<file path="config.mk">
export PLATFORM = sky130hd
export DESIGN_NAME = elevator_scheduler_flat
export DESIGN_NICKNAME = d
export VERILOG_FILES = /design/src/rtl/elevator_pkg.sv /design/src/rtl/elevator_scheduler_if.sv /design/src/rtl/elevator_scheduler_call_scanner.sv /design/src/rtl/elevator_scheduler.sv /design/src/flat_wrapper.sv
export SDC_FILE = /design/constraint.sdc
export NUM_CORES = 1
export LEC_CHECK = 0
export BUFFER_PORTS_ARGS = -buffer_cell sky130_fd_sc_hd__buf_2
export CORE_ASPECT_RATIO = 1.5
export CORE_MARGIN = 5
export CORE_UTILIZATION = 52
export CTS_CLUSTER_DIAMETER = 40
export DETAILED_ROUTE_END_ITERATION = 10
export GPL_ROUTABILITY_DRIVEN = 0
export GPL_TIMING_DRIVEN = 0
export PLACE_DENSITY_LB_ADDON = 0.15
export SYNTH_ARGS = -nofsm -noshare
export SYNTH_HDL_FRONTEND = slang
export SYNTH_SLANG_ARGS = --single-unit
</file>
<file path="constraint.sdc">
create_clock -name clk -period 2.62 [get_ports clk]
set_clock_uncertainty 0.2 [all_clocks]
set_input_delay 0.524 -clock clk [delete_from_list [all_inputs] [get_ports clk]]
set_output_delay 0.524 -clock clk [all_outputs]
set_load 0.1 [all_outputs]
</file>
<file path="src/rtl/elevator_pkg.sv">
// Shared types and constants for the elevator call scheduler.
package elevator_pkg;

  localparam int DEFAULT_NUM_FLOORS = 7;
  localparam int FLOOR_W = 3;

  // Step commands understood by the floor-position counter.
  localparam logic [1:0] DIR_UP   = 2'b10;
  localparam logic [1:0] DIR_DOWN = 2'b01;
  localparam logic [1:0] DIR_HOLD = 2'b00;

  typedef enum logic [1:0] {
    IDLE,
    MOVE_UP,
    MOVE_DOWN,
    DOOR_OPEN
  } state_t;

endpackage

</file>
<file path="src/rtl/elevator_scheduler_if.sv">
// Button/counter/display bundle between the scheduler and its surroundings.
interface elevator_scheduler_if
  import elevator_pkg::*;
#(
  parameter int NUM_FLOORS = DEFAULT_NUM_FLOORS
);
  logic [NUM_FLOORS-1:0] call_req;
  logic [FLOOR_W-1:0]    floor;
  logic [1:0]            dir;
  logic                  door_open;
  logic                  moving;
  logic [NUM_FLOORS-1:0] pending;

  // Environment side: buttons and position counter drive, it observes the rest.
  modport master (
    output call_req, floor,
    input  dir, door_open, moving, pending
  );

  // Scheduler side.
  modport slave (
    input  call_req, floor,
    output dir, door_open, moving, pending
  );
endinterface

</file>
<file path="src/rtl/elevator_scheduler_call_scanner.sv">
// Splits the latched calls into those above and below the car.
// An out-of-range floor matches nothing, so every output is zero then.
module call_scanner
  import elevator_pkg::*;
#(
  parameter int NUM_FLOORS = DEFAULT_NUM_FLOORS
) (
  input  logic [NUM_FLOORS-1:0] pending,
  input  logic [FLOOR_W-1:0]    floor,
  output logic [NUM_FLOORS-1:0] here_onehot,
  output logic                  any_above,
  output logic                  any_below,
  output logic                  at_call,
  output logic                  floor_valid
);
  logic [NUM_FLOORS-1:0] above;
  logic [NUM_FLOORS-1:0] below;

  assign floor_valid = (32'(floor) < NUM_FLOORS);

  generate
    for (genvar gi = 0; gi < NUM_FLOORS; gi++) begin : g_floor
      assign here_onehot[gi] = (32'(floor) == gi);
      assign above[gi] = pending[gi] && floor_valid && (gi > 32'(floor));
      assign below[gi] = pending[gi] && floor_valid && (gi < 32'(floor));
    end
  endgenerate

  assign any_above = |above;
  assign any_below = |below;
  assign at_call   = |(pending & here_onehot);
endmodule

</file>
<file path="src/rtl/elevator_scheduler.sv">
// Collective (SCAN) call scheduler: latches calls, pulses one-floor steps
// to the position counter and times the door dwell at each served floor.
module elevator_scheduler
  import elevator_pkg::*;
#(
  parameter int NUM_FLOORS  = DEFAULT_NUM_FLOORS,
  parameter int MOVE_CYCLES = 4,
  parameter int DOOR_CYCLES = 4
) (
  input logic                 clk,
  input logic                 reset,
  elevator_scheduler_if.slave bus
);
  localparam int ST_W = $clog2(MOVE_CYCLES);
  localparam int DT_W = $clog2(DOOR_CYCLES + 1);
  localparam logic [ST_W-1:0] STEP_LAST = ST_W'(MOVE_CYCLES - 1);
  localparam logic [DT_W-1:0] DOOR_LAST = DT_W'(DOOR_CYCLES - 1);

  state_t                state_reg;
  logic [ST_W-1:0]       step_timer_reg;
  logic [DT_W-1:0]       door_timer_reg;
  logic                  last_up_reg;
  logic [NUM_FLOORS-1:0] pending_reg;

  logic [NUM_FLOORS-1:0] here_onehot;
  logic [NUM_FLOORS-1:0] pending_next;
  logic any_above, any_below, at_call, floor_valid;
  logic door_hold, ahead;

  call_scanner #(.NUM_FLOORS(NUM_FLOORS)) u_scanner (
    .pending     (pending_reg),
    .floor       (bus.floor),
    .here_onehot (here_onehot),
    .any_above   (any_above),
    .any_below   (any_below),
    .at_call     (at_call),
    .floor_valid (floor_valid)
  );

  // New calls to latch; a press at the floor whose door is open only holds the door.
  always_comb begin
    door_hold    = (state_reg == DOOR_OPEN) && (|(bus.call_req & here_onehot));
    pending_next = pending_reg | bus.call_req;
    if (state_reg == DOOR_OPEN) begin
      pending_next = pending_reg | (bus.call_req & ~here_onehot);
    end
    ahead = (state_reg == MOVE_UP) ? any_above : any_below;
  end

  // Scheduler FSM: state, timers, direction memory and latched calls.
  always_ff @(posedge clk) begin
    if (reset) begin
      state_reg      <= IDLE;
      step_timer_reg <= '0;
      door_timer_reg <= '0;
      last_up_reg    <= 1'b1;
      pending_reg    <= '0;
    end else begin
      pending_reg <= pending_next;
      if (!floor_valid) begin
        // Position unknown: park until the counter reports a real floor.
        state_reg      <= IDLE;
        step_timer_reg <= '0;
        door_timer_reg <= '0;
      end else begin
        case (state_reg)
          IDLE: begin
            if (at_call) begin
              state_reg      <= DOOR_OPEN;
              door_timer_reg <= '0;
              pending_reg    <= pending_next & ~here_onehot;
            end else if (any_above && (last_up_reg || !any_below)) begin
              state_reg      <= MOVE_UP;
              step_timer_reg <= '0;
              last_up_reg    <= 1'b1;
            end else if (any_below) begin
              state_reg      <= MOVE_DOWN;
              step_timer_reg <= '0;
              last_up_reg    <= 1'b0;
            end
          end
          MOVE_UP, MOVE_DOWN: begin
            // Stop decisions are made only at timer 0, once the new floor is visible.
            if (step_timer_reg == '0 && at_call) begin
              state_reg      <= DOOR_OPEN;
              door_timer_reg <= '0;
              pending_reg    <= pending_next & ~here_onehot;
            end else if (step_timer_reg == '0 && !ahead) begin
              // Nothing left in this direction: never step past the last call.
              state_reg <= IDLE;
            end else if (step_timer_reg == STEP_LAST) begin
              step_timer_reg <= '0;
            end else begin
              step_timer_reg <= step_timer_reg + ST_W'(1);
            end
          end
          DOOR_OPEN: begin
            if (door_hold) begin
              door_timer_reg <= '0;
            end else if (door_timer_reg == DOOR_LAST) begin
              state_reg      <= IDLE;
              door_timer_reg <= '0;
            end else begin
              door_timer_reg <= door_timer_reg + DT_W'(1);
            end
          end
          default: state_reg <= IDLE;
        endcase
      end
    end
  end

  // Step pulse decoded from registered state only: one cycle per floor.
  always_comb begin
    bus.dir = DIR_HOLD;
    if (step_timer_reg == STEP_LAST) begin
      if (state_reg == MOVE_UP) begin
        bus.dir = DIR_UP;
      end else if (state_reg == MOVE_DOWN) begin
        bus.dir = DIR_DOWN;
      end
    end
  end

  assign bus.door_open = (state_reg == DOOR_OPEN);
  assign bus.moving    = (state_reg == MOVE_UP) || (state_reg == MOVE_DOWN);
  assign bus.pending   = pending_reg;
endmodule

</file>
<file path="src/flat_wrapper.sv">
// flat-port wrapper written by rule: the top's interface ports become plain ports
module elevator_scheduler_flat import elevator_pkg::*;
#(
  parameter int NUM_FLOORS  = DEFAULT_NUM_FLOORS,
  parameter int MOVE_CYCLES = 4,
  parameter int DOOR_CYCLES = 4
)
  (clk, reset, bus_call_req, bus_floor, bus_dir, bus_door_open, bus_moving, bus_pending);
  elevator_scheduler_if #(.NUM_FLOORS(NUM_FLOORS)) bus_i ();
  input logic clk;
  input logic reset;
  input wire logic [$bits(bus_i.call_req)-1:0] bus_call_req;
  input wire logic [$bits(bus_i.floor)-1:0] bus_floor;
  output wire logic [$bits(bus_i.dir)-1:0] bus_dir;
  output wire logic [$bits(bus_i.door_open)-1:0] bus_door_open;
  output wire logic [$bits(bus_i.moving)-1:0] bus_moving;
  output wire logic [$bits(bus_i.pending)-1:0] bus_pending;
  assign bus_i.call_req = bus_call_req;
  assign bus_i.floor = bus_floor;
  assign bus_dir = bus_i.dir;
  assign bus_door_open = bus_i.door_open;
  assign bus_moving = bus_i.moving;
  assign bus_pending = bus_i.pending;
  elevator_scheduler #(.NUM_FLOORS(NUM_FLOORS), .MOVE_CYCLES(MOVE_CYCLES), .DOOR_CYCLES(DOOR_CYCLES)) u_core (.clk(clk), .reset(reset), .bus(bus_i));
endmodule
</file>
# Word-level counts from Yosys, hierarchy flattened
# Index checks and enable logic that the tools add are counted.
[op_classes]
addsub = 2
bitwise = 9
n_reduce_logical = 43
mux = 31
eq_ne = 21
order_cmp = 14
[op_table]
columns = ["operator", "n"]
rows = [
  ["two-way mux 2 bit", 15],
  ["AND 7 bit", 4],
  ["two-way mux 7 bit", 4],
  ["logical AND 1 bit", 24],
  ["OR reduction 7 bit", 3],
  ["OR 7 bit", 2],
  ["one-hot mux 7 bit (2 select lines)", 1],
  ["two-way mux 3 bit", 4],
  ["== test 3 x 2 -> 1 bit, second input constant", 3],
  ["== test 3 bit, second input constant", 3],
  ["greater-than comparator 3 bit, first input constant", 3],
  ["< comparator 3 bit, first input constant", 3],
  ["one-hot mux 3 bit (3 select lines)", 1],
  ["!= test 2 bit, second input constant", 4],
  ["AND reduction 4 bit", 2],
  ["NOT 7 bit", 1],
  ["== test 2 bit, second input constant", 3],
  ["greater-than comparator 2 x 3 -> 1 bit, first input constant", 2],
  ["< comparator 1 x 3 -> 1 bit, first input constant", 2],
  ["< comparator 2 x 3 -> 1 bit, first input constant", 2],
  ["!= test 2 x 1 -> 1 bit, second input constant", 3],
  ["!= test 3 x 1 -> 1 bit, second input constant", 2],
  ["one-hot mux 2 bit (3 select lines)", 1],
  ["OR reduction 6 bit", 1],
  ["other kinds (18)", 27],
]
[word_totals]
inputBits = 12
reg_bits = 15
output_inout_bits = 11

# Depth between registers and ports, before layout
[logic_depth]
ltp_word = 10
mapped_depth = 8
ltp_nobuf = 8

# By module
# From an unflattened synthesis, not the netlist that was laid out.
[hier_totals]
hier_cells = 151
area_unflattened_um2 = 1194.9
[by_module_without_submodules]
columns = ["module", "instances", "cells_each", "area_per_inst_um2", "seq_area_each_um2"]
rows = [
  ["elevator_scheduler", 1, 117, 975.9, 300.3],
  ["call_scanner", 1, 34, 219.0, 0.0],
]

# Least setup slack after synthesis
# OpenSTA, ideal clock, no wires.
[synth_timing]
kind = "reg2reg"
startpoint = "reg u_core.pending_reg[6] (netlist: u_core.bus.pending[6])"
endpoint = "reg u_core.pending_reg[0] (netlist: u_core.bus.pending[0])"
synth_period_minus_slack_ns = 2.750
stages_incl_launch_ff = 7
path_slack_ns = -0.130
arrival_time_ns = 2.410
t_required_ns = 2.280
setup_time_ns = 0.140
cell_sequence = "dfxtp_1 > a21boi_0 > a211oi_4 > nor3_4 > a22o_4 > nor3_2 > a211oi_1"
[synth_between]
elab_chain_cells = 6
word_cells_on_any_way = 7
cone_classes = "mux: 4; bitwise: 1; reduce/logical: 2"
[synth_rtl]
columns = ["element", "line_no", "source"]
rows = [
  ["from (decl)", "elevator_scheduler.sv:23", "logic [NUM_FLOORS-1:0] pending_reg;"],
  ["from (signal assigned)", "elevator_scheduler.sv:59", "pending_reg <= pending_next;"],
  ["from (signal assigned)", "elevator_scheduler.sv:71", "pending_reg <= pending_next & ~here_onehot;"],
  ["from (signal assigned)", "elevator_scheduler.sv:87", "pending_reg <= pending_next & ~here_onehot;"],
  ["AND 7 bit *", "elevator_scheduler_call_scanner.sv:31", "assign at_call = |(pending & here_onehot);"],
  ["OR reduction 7 bit *", "elevator_scheduler_call_scanner.sv:31", ""],
  ["logical AND 1 bit", "elevator_scheduler.sv:84", "if (step_timer_reg == '0 && at_call) begin"],
  ["two-way mux 7 bit", "elevator_scheduler.sv:84", ""],
  ["one-hot mux 7 bit (2 select lines) *", "elevator_scheduler.sv:66", "case (state_reg)"],
  ["two-way mux 7 bit *", "elevator_scheduler.sv:60", "if (!floor_valid) begin"],
]
# Mark *: on every way between the ends. The rest lies on a longest branch, timed or not.
# A chain may end at the register's enable or synchronous reset.

# Final worst setup path
[layout_timing]
startpoint = "in bus_floor[1]"
endpoint = "reg u_core.pending_reg[3] (netlist: u_core.bus.pending[3])"
[layout_between]
elab_chain_cells = 9
word_cells_on_any_way = 20
cone_classes = "order compare: 1; eq/ne: 6; mux: 5; bitwise: 5; reduce/logical: 3"
[layout_rtl]
columns = ["element", "line_no", "source"]
rows = [
  ["from (decl)", "flat_wrapper.sv:13", "input wire logic [$bits(bus_i.floor)-1:0] bus_floor;"],
  ["== test 3 x 2 -> 1 bit", "elevator_scheduler_call_scanner.sv:23", "assign here_onehot[gi] = (32'(floor) == gi);"],
  ["NOT 7 bit", "elevator_scheduler.sv:45, elevator_scheduler.sv:71, elevator_scheduler.sv:87", ""],
  ["AND 7 bit", "elevator_scheduler.sv:45", "pending_next = pending_reg | (bus.call_req & ~here_onehot);"],
  ["OR 7 bit", "elevator_scheduler.sv:45", ""],
  ["two-way mux 7 bit", "elevator_scheduler.sv:44", "if (state_reg == DOOR_OPEN) begin"],
  ["AND 7 bit", "elevator_scheduler.sv:71, elevator_scheduler.sv:87", ""],
  ["two-way mux 7 bit, on equally long branches", "elevator_scheduler.sv:84, elevator_scheduler.sv:68", ""],
  ["one-hot mux 7 bit (2 select lines)", "elevator_scheduler.sv:66", ""],
  ["two-way mux 7 bit *", "elevator_scheduler.sv:60", ""],
]
# Marked as above.

==> metrics.md <==
| Metric | Value |
|---|---|
| Initial core utilization | between 50% and 60% |
| Clock power share | around 8% |
| CP required | 2.58 ns |
| Reg area | slightly above 300 um^2 |
| Static Leakage | ~0.65 nW |
| Antenna-violating nets left | 0 |
| Pint | about 0.73 mW |
| Mean Syn Cell Area | roughly 8.2 um^2 |
| Pwr Total | approximately 1.7 mW |
| I/O Pins | 23 |
| Clk buf depth | 2 |
| Number of iterations in the first detailed-routing pass | 4 |
| Sw Ratio | 57.70% |
| Yosys top cell by area | dfxtp_1 |
| Die height | 72.32 um |
| Crit path capture type | flop |
| Avg Vias per Cell | roughly 6.5 |
| Ys async rst share | 0% |
| First-pass GRT wire length | 6.175 mm |
| RSZ-0062 raised after global routing | no |
| Logic pwr share | a little under three quarters |
| Multi-input gate area | ~950 um^2 |
| Final WS setup | between 0.2 and 0.3 ns |
| Cell Area, Synth | approximately 1300 um^2 |
| Post-Route WL | 3.509 mm |
| Max_cap viols | 0 |
| CTS Buf Count | 3 |
| Area Growth Syn to Fin | 12.64% |
| Number of hold buffers added after cts | 0 |
| Worst slew margin | 65.31% |
| CP arrival | around 2.3 ns |
| Min-Delay Path Class | flop to flop |
| Worst skew pair latency | between 0.2 and 0.3 ns |
| Psw | roughly 1 mW |
| CP Class | primary input to flop |
| DR iter-0 viols | 29 |
| Critical path peak fanout | 10 |
| Top cells by area, synth | dfxtp_1 22%, ha_1 6.5%, a211oi_1 6.1%, o21ai_0 5.6%, a21oi_1 4.1% |
| Distinct cells, synth | 54 |
| Register area share after synthesis | between 20% and 30% |
| Ys Warns | 0 |
| Vias in the first global route | 1378 |
| #FFs+latches synth | 15 |
| Area after DPL | between 1000 and 1500 um^2 |
| Core area | roughly 2500 um^2 |
| Final hold vios | 0 |
| # fillers | 244 |
| Post-synth net total | ~180 |
| Port buffer count | 21 |
| Synth cell count leaders | 15 x dfxtp_1, 15 x o21ai_0, 12 x inv_1, 11 x a211oi_1, 11 x a21oi_1 |
| Residual DRC | 0 |
| Number of synthesized flops with an enable pin | 0 |
| Clk pin slew, worst setup/hold paths | 0.09 ns |
| DR WL/cell | between 15 and 20 um |
| Largest net degree at the start of global routing | 11 |
| Placed Cells | 210 |
| CTS Root Cell | clkbuf_4 |
| Worst-margin pin slew | 0.5175 ns |
| Post-CTS Setup Bufs | 0 |
| Synth Flop Type | dfxtp_1 |
| FP Rows | 22 |
| Setup violators final | 0 |
| DP Wirelength | between 2 and 3 mm |
| Share of layout cells above drive strength 1 | ~25% |
| Status | finished clean |
| Peak Freq | between 0.4 and 0.5 GHz |
| CTS tree | built |
| ANT cells | 0 |
| Worst Setup Start Kind | primary input |
| Area share of the largest cell type after synthesis | between 20% and 30% |
| Via count | between 1000 and 1500 |
| Sequential group share of total power | 21.0% |
| GRT Overall Usage | 21.38% |
| Final instance area | 1516 um^2 |
| Die ar. | roughly 3700 um^2 |
| Initial antenna violation count | 0 |
| H-tree Lvls | 1 |
| Die W | a little over 50 um |
| Max Slew Vio Count | 0 |
| CTS sink count | 15 |
| Worst slack, placed | -0.03443 ns |
| Resized Gates After CTS | 0 |
| Synth Instances | about 170 |
| NumNets Final | 210 |
| Gr ovfl total | 0 |
| Pwr dens | approximately 1100 nW/um^2 |
| Max FFs per register | 7 |
| Min Tclk post-route | between 2 and 2.5 ns |
| Peak VDD IR | between 0.0006 and 0.0007 V |
| Fin cells | 214 |
| Final critical-path share of the clock period | between 90 and 100% |
==> placed cells by master, fill, tap and decap left out, types with 3 or more instances in the layout <==
cell type	count
a211oi_1	11
a21oi_1	11
and2_1	3
buf_2	22
clkbuf_1	3
clkbuf_4	3
dfxtp_1	9
dfxtp_2	6
ha_1	7
inv_1	12
mux2i_1	3
nand2_1	10
nand2b_1	4
nand3_1	7
nor2_1	8
nor2b_1	4
o21ai_0	15
==> final timing paths <==
check / from / to / slack (ns) / cells after the start
max: bus_floor[1] / u_core.bus.pending[3]$_SDFF_PP0_ / 0.26 / 8
min: u_core.door_timer_reg[2]$_SDFFE_PP0P_ / u_core.door_timer_reg[2]$_SDFFE_PP0P_ / 0.26 / 1
min reg2reg: u_core.door_timer_reg[2]$_SDFFE_PP0P_ / u_core.door_timer_reg[2]$_SDFFE_PP0P_ / 0.26 / 1
max reg2reg: u_core.bus.pending[2]$_SDFF_PP0_ / u_core.bus.pending[3]$_SDFF_PP0_ / 0.41 / 6
==> metal layers <==
layer	share of wire (%)	GRT usage [%]	vias to the layer above
met1	39	22.46	676
met3	3.2	2.464	7
li1	-	-	674
met2	56	40.51	29
met4	1.9	10.50	0
met5	0	0	-
==> worst max-delay path, stage by stage <==
cell	delay (ns)
buf_2	0.11
buf_4	0.16
mux2i_1	0.16
a211oi_4	0.35
nor3_4	0.11
a22o_4	0.30
nor3_2	0.45
a211oi_1	0.15
==> kinds of logic after synthesis <==
group,after synthesis,synth area share (%)
adders and majority gates,7,6.505
and+or+nand+nor,54,24.16
muxes,5,4.740
DFF,15,22.30
AOI/OAI and AO/OA,63,35.41
buffers and inverters,21,6.877
==> final cells by class <==
cell class | count | share of cell area (%)
timing repair buffer | 21 | 6.931
sequential | 15 | 20.30
clock inverter | 1 | 0.3300
buffer | 9 | 3.135
clock buffer | 3 | 1.485
inverter | 12 | 2.970
tap | 24 | 1.980
multi-input combinational | 129 | 62.87
==> stage by stage <==
stage	hold slack, ns	util (%)	TNS [ns]
global placement	0.2344	60.10	-0.05605
CTS	0.2587	61.21	0
detailed placement	0.2446	60.10	-0.1848
floorplan	0.2250	-	0
global route	0.2716	61.21	0
finish	0.2562	61.21	0
==> power groups by stage <==
stage	clock, mW	sequential (mW)	combinational, mW
after detailed placement	0	0.366	1.22
after global placement	0	0.363	1.20
after floorplan	0	0.556	0.817
after global routing	0.159	0.374	1.33
final	0.139	0.362	1.23
after CTS	0.145	0.361	1.23
Note: power is estimated with default switching activity, not from simulation.
